[config.mk]
export PLATFORM = sky130hd
export DESIGN_NAME = ram_march_bist
export DESIGN_NICKNAME = d
export VERILOG_FILES = /design/src/rtl/ram_march_bist.sv
export SDC_FILE = /design/constraint.sdc
export NUM_CORES = 1
export LEC_CHECK = 0
export CORE_MARGIN = 2
export CORE_UTILIZATION = 49
export DETAILED_ROUTE_END_ITERATION = 7
export PLACE_DENSITY = 0.89
export SETUP_SLACK_MARGIN = 0.3
export SLEW_MARGIN = 20
export SYNTH_ARGS = -nofsm -noshare
export SYNTH_HDL_FRONTEND = slang
export SYNTH_SLANG_ARGS = --single-unit
[constraint.sdc]
create_clock -name CLK -period 6.52 [get_ports CLK]
set_clock_uncertainty 0.15 [all_clocks]
set_input_delay 1.304 -clock CLK [delete_from_list [all_inputs] [get_ports CLK]]
set_output_delay 1.304 -clock CLK [all_outputs]
set_load 0.1 [all_outputs]
[src/rtl/ram_march_bist.sv]
// March C- BIST master for a single-port word RAM.
// Drives WR/address/Din, checks Dout, and reports the first failing element, address and word.
module ram_march_bist #(
   parameter int                ADDR_W = 8,
   parameter int                DATA_W = 32,
   parameter logic [DATA_W-1:0] BG     = '0,
   parameter int                RD_LAT = 0
) (
   input  logic              CLK,
   input  logic              RST,
   input  logic              start,
   output logic              busy,
   output logic              done,
   output logic              fail,
   output logic [2:0]        fail_elem,
   output logic [ADDR_W-1:0] fail_addr,
   output logic [DATA_W-1:0] fail_data,
   output logic              WR,
   output logic [ADDR_W-1:0] address,
   output logic [DATA_W-1:0] Din,
   input  logic [DATA_W-1:0] Dout
);

   localparam logic [2:0] S_IDLE  = 3'd0;
   localparam logic [2:0] S_WRITE = 3'd1;
   localparam logic [2:0] S_READ  = 3'd2;
   localparam logic [2:0] S_RWAIT = 3'd3;
   localparam logic [2:0] S_DONE  = 3'd4;

   localparam logic [ADDR_W-1:0] ADDR_MAX = '1;
   localparam logic [2:0]        ELEM_LAST = 3'd5;

   logic [2:0]        state_reg, state_next;
   logic [2:0]        elem_reg, elem_next;
   logic [ADDR_W-1:0] addr_reg, addr_next;
   logic              fail_reg, fail_next;
   logic [2:0]        fail_elem_reg, fail_elem_next;
   logic [ADDR_W-1:0] fail_addr_reg, fail_addr_next;
   logic [DATA_W-1:0] fail_data_reg, fail_data_next;

   logic              elem_down;
   logic              addr_last;
   logic [ADDR_W-1:0] addr_step;
   logic [2:0]        elem_inc;
   logic [ADDR_W-1:0] elem_start;
   logic [DATA_W-1:0] exp_read;
   logic [DATA_W-1:0] wr_data;
   logic [DATA_W-1:0] diff;
   logic              mismatch;
   logic              cmp;

   // Elements 3 and 4 walk downwards; 2 and 4 read the inverted background, 1 and 3 write it.
   assign elem_down  = (elem_reg == 3'd3) || (elem_reg == 3'd4);
   assign exp_read   = ((elem_reg == 3'd2) || (elem_reg == 3'd4)) ? ~BG : BG;
   assign wr_data    = ((elem_reg == 3'd1) || (elem_reg == 3'd3)) ? ~BG : BG;
   assign addr_last  = elem_down ? (addr_reg == '0) : (addr_reg == ADDR_MAX);
   assign addr_step  = elem_down ? (addr_reg - ADDR_W'(1)) : (addr_reg + ADDR_W'(1));
   assign elem_inc   = elem_reg + 3'd1;
   assign elem_start = ((elem_inc == 3'd3) || (elem_inc == 3'd4)) ? ADDR_MAX : '0;

   generate
      for (genvar gi = 0; gi < DATA_W; gi++) begin : g_diff
         assign diff[gi] = Dout[gi] ^ exp_read[gi];
      end
   endgenerate
   assign mismatch = |diff;

   // Dout is judged in the last cycle of a read.
   assign cmp = ((state_reg == S_READ) && (RD_LAT == 0)) || (state_reg == S_RWAIT);

   always_comb begin
      state_next     = state_reg;
      elem_next      = elem_reg;
      addr_next      = addr_reg;
      fail_next      = fail_reg;
      fail_elem_next = fail_elem_reg;
      fail_addr_next = fail_addr_reg;
      fail_data_next = fail_data_reg;
      case (state_reg)
         S_IDLE, S_DONE: begin
            if (start) begin
               state_next     = S_WRITE;
               elem_next      = 3'd0;
               addr_next      = '0;
               fail_next      = 1'b0;
               fail_elem_next = 3'd0;
               fail_addr_next = '0;
               fail_data_next = '0;
            end
         end
         S_WRITE: begin
            if (addr_last) begin
               elem_next  = elem_inc;
               addr_next  = elem_start;
               state_next = S_READ;
            end else begin
               addr_next  = addr_step;
               state_next = (elem_reg == 3'd0) ? S_WRITE : S_READ;
            end
         end
         S_READ, S_RWAIT: begin
            if (!cmp) begin
               state_next = S_RWAIT;
            end else if (mismatch) begin
               fail_next      = 1'b1;
               fail_elem_next = elem_reg;
               fail_addr_next = addr_reg;
               fail_data_next = Dout;
               state_next     = S_DONE;
            end else if (elem_reg == ELEM_LAST) begin
               if (addr_last) begin
                  state_next = S_DONE;
               end else begin
                  addr_next  = addr_step;
                  state_next = S_READ;
               end
            end else begin
               state_next = S_WRITE;
            end
         end
         default: state_next = S_IDLE;
      endcase
   end

   always_ff @(posedge CLK or posedge RST) begin
      if (RST) begin
         state_reg     <= S_IDLE;
         elem_reg      <= 3'd0;
         addr_reg      <= '0;
         fail_reg      <= 1'b0;
         fail_elem_reg <= 3'd0;
         fail_addr_reg <= '0;
         fail_data_reg <= '0;
      end else begin
         state_reg     <= state_next;
         elem_reg      <= elem_next;
         addr_reg      <= addr_next;
         fail_reg      <= fail_next;
         fail_elem_reg <= fail_elem_next;
         fail_addr_reg <= fail_addr_next;
         fail_data_reg <= fail_data_next;
      end
   end

   assign busy      = (state_reg == S_WRITE) || (state_reg == S_READ) || (state_reg == S_RWAIT);
   assign done      = (state_reg == S_DONE);
   assign WR        = (state_reg == S_WRITE);
   assign address   = addr_reg;
   assign Din       = (state_reg == S_WRITE) ? wr_data :
                      (((state_reg == S_READ) || (state_reg == S_RWAIT)) ? exp_read : '0);
   assign fail      = fail_reg;
   assign fail_elem = fail_elem_reg;
   assign fail_addr = fail_addr_reg;
   assign fail_data = fail_data_reg;

endmodule

# Word level (Yosys, flattened, before mapping)
# Index checks and enable logic that the tools add are counted.
dict set report totals {
  ff_bits 58
  latchBits 0
  ramBits 0
  romBits 0
  output_inout_bits 87
  n_memories 0
}
dict set report op_classes {
  n_addsub 3
  n_mul 0
  div_mod_pow 0
  order_cmp 0
  eq_ne 19
  n_shift 0
  muxes 39
  bitwise_logic 32
  reduce_logical 19
}
# operator n
set op_table {}
lappend op_table {{2-to-1 mux 32 bit} 7}
lappend op_table {{2-to-1 mux 8 bit} 10}
lappend op_table {{case mux 32 bit (2 select lines)} 1}
lappend op_table {{OR reduction 32 bit} 1}
lappend op_table {{XOR 1 bit} 32}
lappend op_table {{2-to-1 mux 3 bit} 9}
lappend op_table {{case mux 8 bit (3 select lines)} 1}
lappend op_table {{case mux 8 bit (2 select lines)} 1}
lappend op_table {{equality test 3 x 2 -> 1 bit, second input constant} 5}
lappend op_table {{equality test 3 bit, second input constant} 4}
lappend op_table {{!= test 2 bit, second input constant} 6}
lappend op_table {{case mux 3 bit (2 select lines)} 2}
lappend op_table {{case mux 3 bit (3 select lines)} 1}
lappend op_table {{adder 8 x 1 -> 8 bit, second input constant} 1}
lappend op_table {{equality test 8 bit, second input constant} 1}
lappend op_table {{logical NOT 8 bit} 1}
lappend op_table {{subtractor 8 x 1 -> 8 bit, second input constant} 1}
lappend op_table {{logical OR 1 bit} 7}
lappend op_table {{equality test 3 x 1 -> 1 bit, second input constant} 2}
lappend op_table {{logical NOT 3 bit} 2}
lappend op_table {{AND reduction 6 bit} 1}
lappend op_table {{2-to-1 mux 1 bit} 4}
lappend op_table {{2-to-1 mux 2 bit} 2}
lappend op_table {{AND reduction 4 bit} 1}
lappend op_table {{7 further kinds} 9}

# Depth between registers and ports, before layout
dict set report depth {
  depth_word 8
  depth_mapped 11
  mapped_depth_nobuf 11
}

# Least setup slack after synthesis
# Ideal clock, no wire load.
dict set report synth_path {
  kind {register to output}
  startpoint {register state_reg[2]}
  endpoint {output Din[10]}
  arrival_ps 3011
  t_required_ps 5066
  setup_slack_ps 2055
  stages_incl_launch_ff 6
  path_buffers 1
  path_cell_list {dfrtp_1 > nor2_1 > nand2_1 > clkinv_1 > a32o_1 > buf_4}
}
dict set report synth_between {
  elab_cells_between_ends 6
  classes_between {3 x eq/ne; 2 x mux; 1 x reduce/logical}
}
# item line_no
set synth_lines {}
lappend synth_lines {{start: declaration} 33} ;# logic [2:0] state_reg, state_next;
lappend synth_lines {{start signal: assignment} 135} ;# state_reg <= state_next;
lappend synth_lines {{equality test 3 x 1 -> 1 bit} n/a}
lappend synth_lines {{named net WR} 18} ;# output logic WR,
lappend synth_lines {{2-to-1 mux 32 bit} 149} ;# assign Din = (state_reg == S_WRITE) ? wr_data :
lappend synth_lines {{end: declaration} 20} ;# output logic [DATA_W-1:0] Din,
# The timed path passes the listed nets, and every way through them passes these cells.

# Final worst setup path
dict set report layout_path {
  startpoint {register elem_reg[0]}
  endpoint {output Din[18]}
}
dict set report layout_between {
  elab_chain_len 5
  elab_cells_between_ends 10
  classes_between {4 x eq/ne; 4 x mux; 2 x reduce/logical}
}
# item line_no
set layout_lines {}
lappend layout_lines {{start: declaration} 34} ;# logic [2:0] elem_reg, elem_next;
lappend layout_lines {{start signal: assignment} 136} ;# elem_reg <= elem_next;
lappend layout_lines {{equality test 3 x 2 -> 1 bit / equality test 3 bit (equally long branches)} 54} ;# assign exp_read = ((elem_reg == 3'd2) || (elem_reg == 3'd4)) ? ~BG : BG;
lappend layout_lines {{logical OR 1 bit} 54}
lappend layout_lines {{2-to-1 mux 32 bit} 54}
lappend layout_lines {{2-to-1 mux 32 bit} 150} ;# (((state_reg == S_READ) || (state_reg == S_RWAIT)) ? exp_read : '0);
lappend layout_lines {{2-to-1 mux 32 bit *} 149}
# Mark *: on every way between the ends. The rest lies on a longest branch, timed or not.

==> impl_results.md <==
* Clock-pin slew on the worst setup and hold paths at 0.06 ns
* CTS Hold Bufs at 0
* Dominant synthesized flop cell: dfrtp_1
* Die Width at 87.80 um
* Sequential share of the synthesized area at 42.18%
* Post-synth EDFFs at 0
* Post-synthesis register bit count at 58
* Final Routed Wirelength at 8339 um
* Num ports at 122
* Setup TNS at 0 ns
* Register area at 1451 um^2
* Total gr overflow at 0
* Worst Hold Class: reg2reg
* Setup violators final at 0
* Fillcell total at 529
* Tightest Pin Transition at 1.020 ns
* Net count, final at 511
* Final Util at 68.43%
* Initial antenna violation count at 0
* Max reg flops at 32
* Status: finished, final reports clean
* Synth warnings at 0
* Worst-path cell chain: inv_1 > ha_1 > mux2_2 > a32o_1 > clkdlybuf4s50_1
* Non-Filler Instances at 561
* Post-DP HPWL at 6056 um
* Largest net degree at the start of global routing at 88
* Port buffer count at 121
* # rows at 30
* Critical Path Fanout Max at 32
* Crit Path Class: reg2out
* Ant diodes at 0
* Vias in the first global route at 2992
* Clk Latency, worst-skew pair at 0.33 ns
* RSZ-0062 raised after global routing: no
* Mapped Avg Cell Area at 9.225 um^2
* Worst vdd ir at 0.1632 mV
* Post-layout min period at 4.982 ns
* Overall Power at 1.035 mW
* Synthesized instance count at 373
* H-tree depth at 3
* Critical path's slowest cell: clkdlybuf4s50_1
* DRC Markers at 0
* PostCTS Resize Cnt at 0
* Hold slack final at 0.3349 ns
* Worst EP required at 5.07 ns
* Mapped Nets at 423
* CTS tree: yes
* Max-slew headroom at 31.78%
* Via count at 3017
* Vert. Die Dim at 87.80 um
* Post-route ant nets at 0
* Synthesized area at 3441 um^2
* Initial Util at 50.64%
* Share of cells above drive strength 1 at 7.527%
* First drt pass iteration count at 5
* First-pass GRT wire length at 13730 um
* GP Congestion at 0.9327
* Multi-input gate area at 1490 um^2
* Post-synth ARST share at 100.0%
* Root Buffer: clkbuf_8
* CTS Buf Count at 9
* Average wire per standard cell at 14.86 um
* Final Hold Fails at 0
* Post-CTS Repair Setup Buffers at 0
* Count of cell types in the netlist at 50
* FMAX at 0.2007 GHz
* DRT iter0 DRCs at 143
* GR Util All Layers at 22.61%
* LEAKAGE at 2.055 nW
* Max clock buf depth at 2
* Max Transition Viols Final at 0
* Crit end category: output port
* Via density at 5.378
* Pwr dens at 222.7 nW/um^2
* Full die area at 7708 um^2
* Critical Path Max Stage Delay at 1.30 ns
* Total clock sinks at 58
* Type of origin of the critical path: flip-flop
* Placed insts at 546
* CP arrival at 3.53 ns
* Core area at 6794 um^2
* Final worst path period share at 76.42%
* Max-cap viol count at 0
* Synth-to-layout area growth at 35.13%
## placed cells by master (no fill, tap or decap), drive strengths merged, types with 2 or more instances in the layout
cell type      Yosys  final
a21o               2      2
a21oi              4      4
a32o               2      2
and3               3      3
buf               37      3
clkbuf            10     12
clkdlybuf4s50      0    121
clkinv             1      4
dfrtp             58     58
ha                14     14
inv               48     48
mux2              10     10
nand2              8      8
nand2b             2      2
nand3             48     48
nand4             15     15
nor2               5      5
nor2b              4      4
nor3               2      2
nor4              13     13
o21ai             58     58
o31a               2      2
xnor2              4      4
xor2               2      2
## worst max-delay path, delay by kind of cell (launching register included)
kind / cells / cell delay [ns]
AO/OA/AOI/OAI: 1 / 0.79
adder cells (fa/ha/maj): 1 / 0.23
flip-flops: 1 / 0.46
buffers and inverters: 2 / 1.46
multiplexers: 1 / 0.25
## synthesized netlist by cell type (all sizes together), types with 2 or more instances
library cell	number	area (um^2)
a32o	2	20.02
inv	48	180.2
ha	14	175.2
a21o	2	15.01
nand4	15	93.84
o31a	2	17.52
buf	37	277.8
o21ai	58	290.3
nor2	5	21.27
xnor2	4	35.03
dfrtp	58	1451
nand3	48	240.2
clkbuf	10	37.54
a21oi	4	20.02
nand2b	2	12.51
nor3	2	21.27
xor2	2	17.52
mux2	10	142.6
nand2	8	30.03
nor4	13	81.33
nor2b	4	25.02
and3	3	23.77
## cell type report
| class | count | share of cell area, % |
|---|---|---|
| repair buffers | 124 | 26.53 |
| clock buffers | 12 | 3.337 |
| clock inverters | 3 | 0.3229 |
| inverters | 49 | 3.956 |
| flip-flops and latches | 58 | 31.22 |
| multi-input cells | 219 | 32.05 |
| well taps | 96 | 2.583 |
## cells by family after synthesis
logic type	after synthesis	synth area share, %
simple gates	106	17.27
buf+inv	96	14.51
mux	11	4.436
flops	58	42.18
fa+ha+maj	15	5.673
compound gates	81	14.40
xor+xnor	6	1.527
## per-stage QoR
stage	setup WS, ns	area, um^2
final	1.538	4649
after global routing	1.326	4649
after CTS	1.506	4649
after detailed placement	1.869	4479
after global placement	2.065	4479
after floorplan	2.055	3441
## worst paths after layout
path                                   from             to  slack [ns]  depth (start not counted)
worst max-delay path            elem_reg[0]        Din[18]        1.54                          5
worst min-delay path                   fail           fail        0.33                          2
worst max register to register  elem_reg[0]     address[7]        3.44                         10
worst min register to register         fail           fail        0.33                          2
max in group asynchronous               RST  fail_data[27]        4.39                          3
min in group asynchronous               RST   fail_data[2]        1.35                          3
## report_power, final
part,switching (mW),internal [mW]
clock network,0.133,0.155
logic,0.247,0.108
registers,0.0193,0.373
## per-layer routing
metal / part of all wire, % / GRT usage [%] / routed length [um] / up-vias
met5: 0 / 0 / 0 / -
met2: 48 / 37.60 / 4040 / 126
met4: 1.5 / 6.713 / 124 / 0
met1: 43 / 29.28 / 3595 / 1420
met3: 6.9 / 5.655 / 578 / 11
li1: - / - / - / 1460
No activity file was read; power rests on OpenSTA's default activity.
